File: config.mk
export PLATFORM = sky130hd
export DESIGN_NAME = uart_tx_16x
export DESIGN_NICKNAME = d
export VERILOG_FILES = /design/src/rtl/uart_tx_16x.sv
export SDC_FILE = /design/constraint.sdc
export NUM_CORES = 1
export LEC_CHECK = 0
export ABC_AREA = 1
export CORE_ASPECT_RATIO = 0.7
export CORE_UTILIZATION = 55
export CTS_CLUSTER_SIZE = 12
export DETAILED_ROUTE_END_ITERATION = 16
export GPL_ROUTABILITY_DRIVEN = 0
export PLACE_DENSITY_LB_ADDON = 0.25
export RECOVER_POWER = 100
export SLEW_MARGIN = 20
export SYNTH_ARGS = -nofsm -noshare
export SYNTH_HDL_FRONTEND = slang
export SYNTH_SLANG_ARGS = --single-unit
File: constraint.sdc
create_clock -name sys_clk -period 1.7 [get_ports sys_clk]
set_clock_uncertainty 0.2 [all_clocks]
set_input_delay 0.425 -clock sys_clk [delete_from_list [all_inputs] [get_ports sys_clk]]
set_output_delay 0.425 -clock sys_clk [all_outputs]
set_load 0.01 [all_outputs]
File: src/rtl/uart_tx_16x.sv
// UART transmitter paced by a 16x-baud strobe, with a one-byte holding register for gap-free frames.
// Latency: start bit goes out one clock after the holding register fills while idle; every bit is 16 enable_16 ticks.
// Backpressure: tx_ready low while the holding register is full; a write then is dropped and flagged on tx_overrun.
module uart_tx_16x #(
  parameter int DATA_BITS = 8,
  parameter int PARITY    = 0,
  parameter int STOP_BITS = 1
) (
  input  logic       sys_clk,
  input  logic       sys_rst,
  input  logic       enable_16,
  input  logic [7:0] tx_data,
  input  logic       tx_wr,
  output logic       tx_ready,
  output logic       tx_busy,
  output logic       tx_done,
  output logic       tx_overrun,
  output logic       uart_tx
);

  typedef enum logic [2:0] {
    S_IDLE,
    S_START,
    S_DATA,
    S_PARITY,
    S_STOP
  } state_t;

  // Mask for the data bits actually sent; upper tx_data bits never reach the line.
  localparam logic [7:0] DATA_MASK = 8'((1 << DATA_BITS) - 1);
  localparam logic [2:0] LAST_BIT  = 3'(DATA_BITS - 1);
  localparam logic       LAST_STOP = 1'(STOP_BITS - 1);

  state_t     state;
  logic [3:0] tick;
  logic [2:0] bit_idx;
  logic       stop_idx;
  logic [7:0] shifter;
  logic       par_bit;
  logic       hold_full;
  logic [7:0] hold_dat;

  logic bit_end;
  logic wr_acc;
  logic load;

  assign bit_end  = enable_16 && (tick == 4'd15);
  assign wr_acc   = tx_wr && !hold_full;
  // The holding byte moves to the shifter either from idle or straight out of the final stop bit.
  assign load     = hold_full &&
                    ((state == S_IDLE) ||
                     ((state == S_STOP) && bit_end && (stop_idx == LAST_STOP)));
  assign tx_ready = ~hold_full;

  // Holding register: filled by an accepted write, emptied when the byte moves to the shifter.
  always_ff @(posedge sys_clk) begin
    if (sys_rst) begin
      hold_full  <= 1'b0;
      hold_dat   <= 8'h00;
      tx_overrun <= 1'b0;
    end else begin
      tx_overrun <= tx_wr && hold_full;
      if (wr_acc) begin
        hold_dat  <= tx_data & DATA_MASK;
        hold_full <= 1'b1;
      end else if (load) begin
        hold_full <= 1'b0;
      end
    end
  end

  // Frame sequencer: bit timing, shifting, and the registered line/status outputs.
  always_ff @(posedge sys_clk) begin
    if (sys_rst) begin
      state    <= S_IDLE;
      tick     <= 4'd0;
      bit_idx  <= 3'd0;
      stop_idx <= 1'b0;
      shifter  <= 8'h00;
      par_bit  <= 1'b0;
      uart_tx  <= 1'b1;
      tx_busy  <= 1'b0;
      tx_done  <= 1'b0;
    end else begin
      tx_done <= 1'b0;
      if (enable_16 && (state != S_IDLE)) begin
        tick <= tick + 4'd1;
      end
      case (state)
        S_IDLE: begin
          if (hold_full) begin
            shifter <= hold_dat;
            par_bit <= (PARITY == 1) ? ~^hold_dat : ^hold_dat;
            tick    <= 4'd0;
            state   <= S_START;
            uart_tx <= 1'b0;
            tx_busy <= 1'b1;
          end
        end
        S_START: begin
          if (bit_end) begin
            state   <= S_DATA;
            bit_idx <= 3'd0;
            uart_tx <= shifter[0];
          end
        end
        S_DATA: begin
          if (bit_end) begin
            if (bit_idx == LAST_BIT) begin
              if (PARITY != 0) begin
                state   <= S_PARITY;
                uart_tx <= par_bit;
              end else begin
                state    <= S_STOP;
                stop_idx <= 1'b0;
                uart_tx  <= 1'b1;
              end
            end else begin
              bit_idx <= bit_idx + 3'd1;
              shifter <= shifter >> 1;
              uart_tx <= shifter[1];
            end
          end
        end
        S_PARITY: begin
          if (bit_end) begin
            state    <= S_STOP;
            stop_idx <= 1'b0;
            uart_tx  <= 1'b1;
          end
        end
        S_STOP: begin
          if (bit_end) begin
            if (stop_idx != LAST_STOP) begin
              stop_idx <= 1'b1;
            end else begin
              tx_done <= 1'b1;
              if (hold_full) begin
                // Next frame starts immediately: no idle gap between frames.
                shifter <= hold_dat;
                par_bit <= (PARITY == 1) ? ~^hold_dat : ^hold_dat;
                tick    <= 4'd0;
                state   <= S_START;
                uart_tx <= 1'b0;
              end else begin
                state   <= S_IDLE;
                uart_tx <= 1'b1;
                tx_busy <= 1'b0;
              end
            end
          end
        end
        default: begin
          state   <= S_IDLE;
          uart_tx <= 1'b1;
          tx_busy <= 1'b0;
        end
      endcase
    end
  end

endmodule
# After elaboration in Yosys (flattened, before gate mapping)
# Index checks and enable logic that the tools add are counted.
[word_totals] inputBits=12 register_bits=32 out_inout_bits=5 wordCells=103
[classes] add_sub_neg=2 eq_ne=15 n_bitwise=5 reduce_logical=23 muxes=47
[ops] op="$mux 8" n=5
[ops] op="$mux 3" n=10
[ops] op="$pmux 8 s3" n=1
[ops] op="$mux 1" n=21
[ops] op="$ne 2x2->1 const B" n=9
[ops] op="$mux 4" n=4
[ops] op="$pmux 3 s5" n=1
[ops] op="$reduce_and 5->1" n=3
[ops] op="$reduce_bool 3->1" n=3
[ops] op="$pmux 4 s2" n=1
[ops] op="$logic_and 1x1->1" n=7
[ops] op="$reduce_and 7->1" n=1
[ops] op="$eq 3x2->1 const B" n=2
[ops] op="$eq 3x3->1 const B" n=2
[ops] op="$pmux 1 s3" n=2
[ops] op="$pmux 3 s2" n=1
[ops] op="$reduce_and 6->1" n=1
[ops] op="$reduce_or 3->1" n=2
[ops] op="$not 1->1" n=5
[ops] op="$pmux 1 s5" n=1
[ops] op="$add 4x1->4 const B" n=1
[ops] op="$eq 4x4->1 const B" n=1
[ops] op="$reduce_and 4->1" n=1
[ops] op="$reduce_bool 2->1" n=2
[ops] op="5 further kinds" n=5

# Depth between registers and ports, before layout
# Gate-level depths: netlist of the first run.
[logic_depth] ltp_word=8 ltp_mapped=10 mapped_depth_nobuf=10

# Least setup slack after synthesis of the first run
# Ideal clock, no wire load.
[synth_timing] kind="register to register" start="register tick[0]" end="register shifter[0]" arrival_ns=1.235 required_time_ns=1.387 synth_period_minus_slack_ns=1.547 stages_incl_launch_ff=10 path_buffers=1 slack_ns=0.153 setup_time_ns=0.113 path_cell_list="dfxtp_1 -> ha_1 -> nand2_2 -> inv_1 -> nand2_4 -> nand2_4 -> nand4_4 -> buf_6 -> nor2_1 -> nor2_1"
[synth_via] elab_chain_cells=4 word_cells_on_any_way=5 cone_classes="3 x eq/ne; 2 x reduce/logical"
[synth_lines] element="start: declaration" line_no="35" source="logic [3:0] tick;"
[synth_lines] element="start signal: assignment" line_no="87" source="tick <= tick + 4'd1;"
[synth_lines] element="$eq 4x4->1 (*)" line_no="47" source="assign bit_end = enable_16 && (tick == 4'd15);"
[synth_lines] element="$logic_and 1x1->1 (*)" line_no="47"
[synth_lines] element="$ne 2x2->1 (no line)"
[synth_lines] element="$reduce_and 5->1 (no line) (*)"
[synth_lines] element="end signal: assignment" line_no="92" source="shifter <= hold_dat;"
[synth_lines] element="end signal: assignment" line_no="120" source="shifter <= shifter >> 1;"
[synth_lines] element="end signal: assignment" line_no="140" source="shifter <= hold_dat;"
[synth_lines] element="end: declaration" line_no="38" source="logic [7:0] shifter;"
# Mark *: on every way between the ends. The rest lies on a longest branch, timed or not.
# A chain may end at the register's enable or synchronous reset.

# Final worst setup path of the first run
[layout_timing] start="register state[2]" end="register tick[3]"
[layout_via] elab_chain_cells=7 word_cells_on_any_way=9 cone_classes="1 x eq/ne; 5 x mux; 3 x reduce/logical"
[layout_lines] element="start: declaration" line_no="34" source="state_t state;"
[layout_lines] element="start signal: assignment" line_no="75" source="state <= S_IDLE;"
[layout_lines] element="start signal: assignment" line_no="95" source="state <= S_START;"
[layout_lines] element="start signal: assignment" line_no="102" source="state <= S_DATA;"
[layout_lines] element="$reduce_bool 3->1" line_no="86" source="if (enable_16 && (state != S_IDLE)) begin"
[layout_lines] element="$logic_and 1x1->1" line_no="86"
[layout_lines] element="$mux 4" line_no="86"
[layout_lines] element="$mux 4" line_no="91, 138"
[layout_lines] element="$mux 4" line_no="134" source="if (stop_idx != LAST_STOP) begin"
[layout_lines] element="$mux 4" line_no="133" source="if (bit_end) begin"
[layout_lines] element="$pmux 4 s2 (*)" line_no="89" source="case (state)"
# Marks and branches as above.

==> impl_metrics.tcl, run 1 <==
set metrics [dict create \
    hp-start "tx_busy" \
    critPathRequiredTime_ps 1700 \
    numPortBuffers 16 \
    max_stage_delay_ps 410 \
    finalHoldViolCount 0 \
    ys_top_cells_by_area "dfxtp_1, nor2_1, nand2_1, o21ai_0, inv_1" \
    netSwitchingFraction 0.405 \
    synth_nets 237 \
    finalSetupViolCount 0 \
    worstSetupPathType "flop to flop" \
    hold_depth 2 \
    relSlewSlack 0.746 \
    fin_setup_tns_ps 0 \
    start_kind "flop" \
    nets 269 \
    critPathBufInv 2 \
    crit_fanout 6 \
    track_usage 0.249 \
    multi_input_area_um2 876 \
    grt_pass1_wl_mm 5.51 \
    synth-compound-area-share 0.0812 \
    ctsHoldBuffers 0 \
    ys_ff_latch 31 \
    fmax_mhz 611 \
    r2r_start "state[2]" \
    r2r_setup_slack_ps 60 \
    drc 0 \
    diodes 0 \
    dpl-instance-area_mm2 0.00181 \
    outcome "finished, final reports clean" \
    p_seq_frac 0.302 \
    ios 17 \
    maxCapViolations 0 \
    synthMuxAreaShare 0 \
    dieHeight_um 46.3 \
    reg2reg_depth 7 \
    wl_mm 3.50 \
    synth_top_family_by_area "simple AND/OR/NAND/NOR gates" \
    cts_buffers 5 \
    h-tree-depth 2 \
    combPwrFrac 0.471 \
    hold_end "tx_busy" \
    viasPerCell 5.18 \
    cp_slowest_cell "dfxtp_1" \
    clk_path_buf_depth 2 \
    p_int_w 0.00195 \
    stdcell_area_mm2 0.00201 \
    synth_xor_area_frac 0.0171 \
    p_leak_nw 0.970 \
    ys_seq_area_frac 0.403 \
    hold_class "flop to flop" \
    grt_start_max_net_pins 21 \
    power_density_mw_per_mm2 1630 \
    synthesis.area_mm2 0.00154 \
    fillers 188 \
    syn-instance-count 222 \
    worstPathCellList "inv_2, buf_4, nor2_4, nand2_8, nand3_2, nand2_1, a211oi_1" \
    critPathArrivalTime_ps 1630 \
    r2r_end "tick[3]" \
    first_pass_iters 6 \
    path_clk_slew_ps 60 \
    peakVddDrop_v 0.000803 \
    routedWlPerCell_um 12.1 \
    min_period_ps 1640 \
    cts-root-buf "clkbuf_8" \
    area_growth_pct 30.2 \
    first_iter_violations 153 \
    clock_latency_ps 280 \
    yosysUniqueCellTypes 26 \
    rows 15 \
    overflow 0 \
    synth_fa_ha_area_frac 0.0244 \
    cts.sinks 31 \
    cp-end-kind "flop" \
    clockPowerShare 0.227 \
    initial_utilization 0.603 \
    die_area_mm2 0.00302 \
    synth_top_area_frac 0.403 \
    avgSynthCellArea_um2 6.94 \
    crit_family "simple AND/OR/NAND/NOR gates" \
    dp_hpwl_mm 2.24 \
    antenna_found_initial 0 \
    cts_tree "yes" \
    yosys.area.top_type "dfxtp_1" \
    power.switching_w 0.00133 \
    die_w_um 65.3 \
    vias 1498 \
    maxSlewViolCount 0 \
    finalCritPeriodShare 0.963 \
    seq_area_um2 623 \
    synth-simple-area-share 0.396 \
    antenna_left 0 \
    ys_warn_count 0 \
    core-area_mm2 0.00255 \
    crit_start "state[2]" \
    grt_pass1_vias 1177 \
    worst_pin_slew_ps 382 \
    drive_above_1_share 0.224 \
]
## power groups by stage
stage                     combinational [W]  clock, W  sequential, W
after floorplan                     0.00101         0        0.00100
after global placement              0.00130         0       0.000994
after detailed placement            0.00131         0       0.000999
after CTS                           0.00136  0.000747       0.000983
after global routing                0.00172  0.000785        0.00101
final                               0.00154  0.000742       0.000988
## how the worst max path moves through the flow
stage,to,slack [ps],cells after the start
finish,tick[3],60,7
global route,tick[3],-30,7
CTS,shifter[3],-9,8
detailed placement,shifter[0],-310,8
global placement,shifter[1],-270,8
floorplan,shifter[0],150,9
## cell usage after synthesis
cell,number
buf_1,1
nor3_2,1
nor2_4,1
buf_6,2
nor2_1,55
nand3_2,2
inv_1,18
buf_4,1
nor3_1,3
o21ai_0,15
nand2_1,47
nand4_4,1
inv_2,3
nand2_2,7
buf_2,1
nand3b_1,1
a21oi_1,7
dfxtp_1,31
nand3_1,10
nor2_2,4
xor2_1,3
a211oi_1,1
o211ai_1,1
nand2_4,2
clkbuf_1,1
ha_1,3
## area by class of cell
| type | count | share of cell area |
|---|---|---|
| clock buffers | 6 | 0.0412 |
| clock inverters | 2 | 0.0175 |
| inverters | 21 | 0.0393 |
| multi-input cells | 165 | 0.437 |
| flip-flops and latches | 31 | 0.311 |
| well taps | 34 | 0.0212 |
| repair buffers | 30 | 0.134 |
## metal layers
layer | vias up | track usage | wire [um]
li1 | 764 | - | -
met1 | 661 | 0.359 | 1630
met2 | 64 | 0.363 | 1560
met3 | 9 | 0.0619 | 244
met4 | 0 | 0.0783 | 61
met5 | - | 0 | 0
## logic make-up (layout without fill, tap and decap cells)
group	after synthesis	after routing
flip-flops	31	31
AO/OA/AOI/OAI	24	24
AND/OR/NAND/NOR	134	135
XOR/XNOR	3	3
adder cells (fa/ha/maj)	3	3
buffers and inverters	27	59
## what timing repair did
action,CTS,global route
gates cloned,1,0
endpoints found under the setup margin,13,17
pin swaps,2,4
setup buffers,0,1
resized for setup,7,18
## cells in the final DEF, fill, tap and decap left out, drive strengths merged
cell / netlist / layout
a211oi: 1 / 1
a21oi: 7 / 7
buf: 5 / 12
bufinv: 0 / 1
clkbuf: 1 / 8
clkdlybuf4s50: 0 / 9
clkinv: 0 / 1
dfxtp: 31 / 31
dlygate4sd2: 0 / 5
dlygate4sd3: 0 / 1
dlymetal6s2s: 0 / 1
ha: 3 / 3
inv: 21 / 21
nand2: 56 / 56
nand3: 12 / 12
nand3b: 1 / 1
nand4: 1 / 2
nor2: 60 / 60
nor3: 4 / 4
o211ai: 1 / 1
o21ai: 15 / 15
xor2: 3 / 3
## worst min-delay path: stages, from the launching register on
cell and delay (ps):
dfxtp_1 300, nand2_1 60, a21oi_1 50
## stage by stage
step | worst slack, ps | utilization | total power [W] | cells | hold slack [ps]
after CTS | -9.49 | 0.760 | 0.00309 | 288 | 258
after detailed placement | -307 | 0.709 | 0.00231 | 279 | 251
after floorplan | 153 | - | 0.00201 | 222 | 245
after global placement | -274 | 0.709 | 0.00229 | 279 | 248
after global routing | -27.0 | 0.786 | 0.00352 | 289 | 297
final | 62.8 | 0.786 | 0.00327 | 289 | 257
## flip-flops by register name, summed over array words and instances, names as in the netlist
name        cells
bit_idx         3
hold_dat        8
hold_full       1
shifter         8
state           3
tick            4
tx_busy         1
tx_done         1
tx_overrun      1
uart_tx         1
No activity file was read; power rests on OpenSTA's default activity.
==> inputs of run 2 (changes only) <==
- CAP_MARGIN: not set -> 40
- SETUP_SLACK_MARGIN: not set -> 0.3
==> impl_metrics.tcl, run 2 (synthesis gave the netlist of run 1 again) <==
set metrics [dict create \
    outcome "finished, final reports clean" \
    use_met1 0.393 \
    dpl-instance-area_mm2 0.00184 \
    worst_pin_slew_ps 420 \
    crit_end "uart_tx" \
    routedWlPerCell_um 15.6 \
    relSlewSlack 0.720 \
    drc 0 \
    maxCapViolations 0 \
    initial_utilization 0.603 \
    core-area_mm2 0.00255 \
    cts_tree "yes" \
    met2_usage 0.493 \
    r2r_start "state[0]" \
    antenna_found_initial 0 \
    seq_area_um2 636 \
    rsz0062_at_grt "true" \
    critPathRequiredTime_ps 1680 \
    diodes 0 \
    nets 274 \
    busiest_layer "met2" \
    crit_start "state[0]" \
    first_pass_iters 5 \
    track_usage 0.312 \
    multi_input_area_um2 990 \
    power_density_mw_per_mm2 1580 \
    finalSetupViolCount 0 \
    rows 15 \
    dp_hpwl_mm 2.44 \
    peakVddDrop_v 0.000820 \
    finalCritPeriodShare 0.950 \
    grt_pass1_wl_mm 6.75 \
    grt_pass1_vias 1408 \
    hold_class "flop to flop" \
    cts.sinks 31 \
    die_area_mm2 0.00302 \
    ctsHoldBuffers 0 \
    worstSetupPathType "flop to flop" \
    start_kind "flop" \
    vias 1639 \
    fillers 161 \
    ios 17 \
    grt_start_max_net_pins 21 \
    r2r_end "uart_tx" \
    fmax_mhz 619 \
    timing.hold.ws_ps 263 \
    dieHeight_um 46.3 \
    h-tree-depth 2 \
    antenna_left 0 \
    viasPerCell 5.57 \
    final_cell_mix "nor2_1, nand2_1, dfxtp_1" \
    clk_path_buf_depth 2 \
    r2r_setup_slack_ps 80 \
    critPathArrivalTime_ps 1600 \
    crit_fanout 4 \
    power_w 0.00336 \
    path_clk_slew_ps 70 \
    fin_setup_tns_ps 0 \
    finalHoldViolCount 0 \
    cts_buffers 5 \
    layout_commonest_cell "nor2_1" \
    drive_above_1_share 0.327 \
    die_w_um 65.3 \
    numPortBuffers 16 \
    overflow 0 \
    cts-root-buf "clkbuf_8" \
    clock_latency_ps 300 \
    met3_usage 0.0817 \
    wl_mm 4.60 \
    reg2reg_depth 9 \
    first_iter_violations 187 \
    top_regs "hold_dat: 8 flops, shifter: 8 flops, tick: 4 flops" \
    cp-end-kind "flop" \
    p_leak_nw 0.975 \
    maxSlewViolCount 0 \
    min_period_ps 1620 \
    stdcell_area_mm2 0.00213 \
    area_growth_pct 38.2 \
]
run 2: changes by cell type in the layout (fill, tap and decap cells not counted), sizes merged:
cell / before / now
buf: 12 / 19
clkinvlp: 0 / 1
bufinv: 1 / 0
clkdlybuf4s50: 9 / 8
dlygate4sd2: 5 / 1
clkbuf: 8 / 11
run 2: metrics by stage:
| step | utilization | setup slack, ps | instances |
|---|---|---|---|
| 2_1_floorplan | - | 218 | 222 |
| 5_1_grt | 0.834 | 20.4 | 294 |
| 6_report | 0.834 | 84.4 | 294 |
| 3_3_place_gp | 0.720 | -264 | 278 |
| 3_5_place_dp | 0.720 | -312 | 278 |
| 4_1_cts | 0.813 | 178 | 292 |
run 2: worst min-delay path by stage:
stage                 end       start  cells after the start
2_1_floorplan  bit_idx[1]  bit_idx[1]                      2
6_report          uart_tx     uart_tx                      2
5_1_grt           uart_tx     uart_tx                      2
4_1_cts           uart_tx     uart_tx                      2
3_5_place_dp      uart_tx     uart_tx                      2
3_3_place_gp      uart_tx     uart_tx                      2
run 2: layer usage:
layer | share of wire | wire length [um]
met5 | 0 | 0
met4 | 0.023 | 106
met3 | 0.078 | 360
met2 | 0.47 | 2170
met1 | 0.43 | 1960
run 2: area by class of cell:
class,count,share of cell area
Clock buffer,6,0.0341
Clock inverter,2,0.00588
Inverter,21,0.0394
Multi-Input combinational cell,165,0.465
Sequential cell,31,0.299
Tap cell,34,0.0200
Timing Repair Buffer,35,0.137
run 2: worst max-delay path, cell delays in order (launching register included):
cell	delay (ps)
dfxtp_1	350
buf_4	170
nor2_1	180
nand2_1	130
nor2_1	140
nor2_2	70
nand2_1	50
nor2_1	40
nand2_1	80
nand3_1	70
run 2: power by group:
part           switching, W  internal [W]  total (W)
Combinational       0.00109      0.000649    0.00174
Sequential         0.000120      0.000914    0.00103
Clock              0.000299      0.000286   0.000585
Total               0.00151       0.00185    0.00336
run 2: repair_timing:
| action | CTS | global route |
|---|---|---|
| gates resized for setup | 53 | 28 |
| endpoints found under the setup margin | 28 | 31 |
| cloned | 1 | 1 |
| pin swaps | 13 | 7 |
| buffers inserted | 5 | 1 |
==> inputs of run 3 (changes only) <==
- CORE_UTILIZATION: 55 -> 57
- CTS_BUF_LIST: not set -> sky130_fd_sc_hd__clkbuf_2 sky130_fd_sc_hd__clkbuf_4 sky130_fd_sc_hd__clkbuf_8
==> impl_metrics.tcl, run 3 (synthesis gave the netlist of run 1 again) <==
set metrics [dict create \
    viasPerCell 5.79 \
    clockPowerShare 0.171 \
    cts_tree "yes" \
    final_cell_mix "nor2_1, nand2_1, dfxtp_1" \
    p_leak_nw 0.975 \
    grt_pass1_vias 1373 \
    seq_area_um2 632 \
    p_int_w 0.00190 \
    p_seq_frac 0.299 \
    relSlewSlack 0.726 \
    h-tree-depth 2 \
    die_w_um 64.1 \
    vias 1697 \
    layout_commonest_cell "nor2_1" \
    peakVddDrop_v 0.000808 \
    ctsHoldBuffers 0 \
    core-area_mm2 0.00251 \
    rows 15 \
    maxSlewViolCount 0 \
    hp-start "uart_tx" \
    netSwitchingFraction 0.449 \
    antenna_found_initial 0 \
    max_stage_delay_ps 520 \
    finalCritPeriodShare 0.972 \
    use_met1 0.384 \
    path_common_cell "nor2_1" \
    setup_slack_ps 47.3 \
    worstPathCellList "dlygate4sd3_1, inv_1, nor2_1, inv_1, nor2_1, nor2_1" \
    dp_hpwl_mm 2.27 \
    track_usage 0.296 \
    cts.sinks 31 \
    final_core_util 0.846 \
    clk_path_buf_depth 2 \
    r2r_start "tick[0]" \
    cts_buffers 5 \
    ios 17 \
    drc 0 \
    diodes 0 \
    worstSetupPathType "input port to flop" \
    met3_usage 0.0875 \
    clock_latency_ps 280 \
    critPathArrivalTime_ps 1610 \
    grt_start_max_net_pins 21 \
    path_clk_slew_ps 60 \
    start_kind "input port" \
    die_area_mm2 0.00292 \
    first_pass_iters 6 \
    antenna_left 0 \
    cp-end-kind "flop" \
    finalSetupViolCount 0 \
    combPwrFrac 0.531 \
    routedWlPerCell_um 16.5 \
    multi_input_area_um2 990 \
    power.switching_w 0.00155 \
    initial_utilization 0.612 \
    rsz0062_at_grt "true" \
    first_iter_violations 207 \
    crit_fanout 8 \
    cp_slowest_cell "dlygate4sd3_1" \
    timing.hold.ws_ps 261 \
    nets 274 \
    crit_family "buffers and inverters" \
    dpl_worst_slack_ps -299 \
    worst_pin_slew_ps 411 \
    maxCapViolations 0 \
    power_density_mw_per_mm2 1620 \
    overflow 0 \
    dieHeight_um 45.5 \
    crit_start "tx_wr" \
    outcome "finished, final reports clean" \
    power_w 0.00345 \
    top_regs "hold_dat: 8 flops, shifter: 8 flops, tick: 4 flops" \
    fmax_mhz 605 \
    critPathBufInv 3 \
    area_growth_pct 38.1 \
    grt_pass1_wl_mm 6.28 \
    drive_above_1_share 0.320 \
    busiest_layer "met2" \
    min_period_ps 1650 \
    wl_mm 4.83 \
    critPathRequiredTime_ps 1660 \
    numPortBuffers 16 \
    cts-root-buf "clkbuf_8" \
    finalHoldViolCount 0 \
    met2_usage 0.455 \
    fillers 141 \
    hold_class "flop to flop" \
]
[run 3: final timing paths]
check	endpoint	slack (ps)	cells past startpoint
setup / recovery	hold_dat[4]	50	6
hold / removal	uart_tx	260	2
setup reg to reg	shifter[1]	80	9
hold reg to reg	uart_tx	260	2
[run 3: worst min-delay path: stages, from the launching register on]
cell	delay (ps)
dfxtp_2	320
nand2_1	50
nand3_1	60
[run 3: repair_timing]
action	CTS	global route
pin swaps	11	17
setup buffers	4	3
resized for setup	48	31
gates cloned	1	0
setup endpoints to repair	34	30
[run 3: area by class of cell]
type                    instances  share of cell area
clock buffers                   6              0.0388
clock inverters                 1             0.00235
inverters                      21              0.0382
multi-input cells             165               0.465
flip-flops and latches         31               0.297
well taps                      34              0.0200
repair buffers                 35               0.138
[run 3: routing by layer]
metal | vias up | share of wire
met5 | - | 0
met2 | 117 | 0.47
li1 | 768 | -
met1 | 779 | 0.41
met4 | 0 | 0.037
met3 | 33 | 0.083
[run 3: stage by stage]
| step | instances | TNS, ps | area, um^2 |
|---|---|---|---|
| 2_1_floorplan | 222 | 0 | 1580 |
| 3_3_place_gp | 278 | -4250 | 1840 |
| 3_5_place_dp | 278 | -4570 | 1840 |
| 4_1_cts | 290 | 0 | 2060 |
| 5_1_grt | 293 | 0 | 2130 |
| 6_report | 293 | 0 | 2130 |
[run 3: power by group through the flow]
| stage | clock [W] | sequential, W | combinational (W) |
|---|---|---|---|
| after floorplan | 0 | 0.00101 | 0.00101 |
| after global placement | 0 | 0.00102 | 0.00127 |
| after detailed placement | 0 | 0.00102 | 0.00129 |
| after CTS | 0.000586 | 0.00102 | 0.00154 |
| after global routing | 0.000622 | 0.00105 | 0.00197 |
| final | 0.000589 | 0.00103 | 0.00183 |
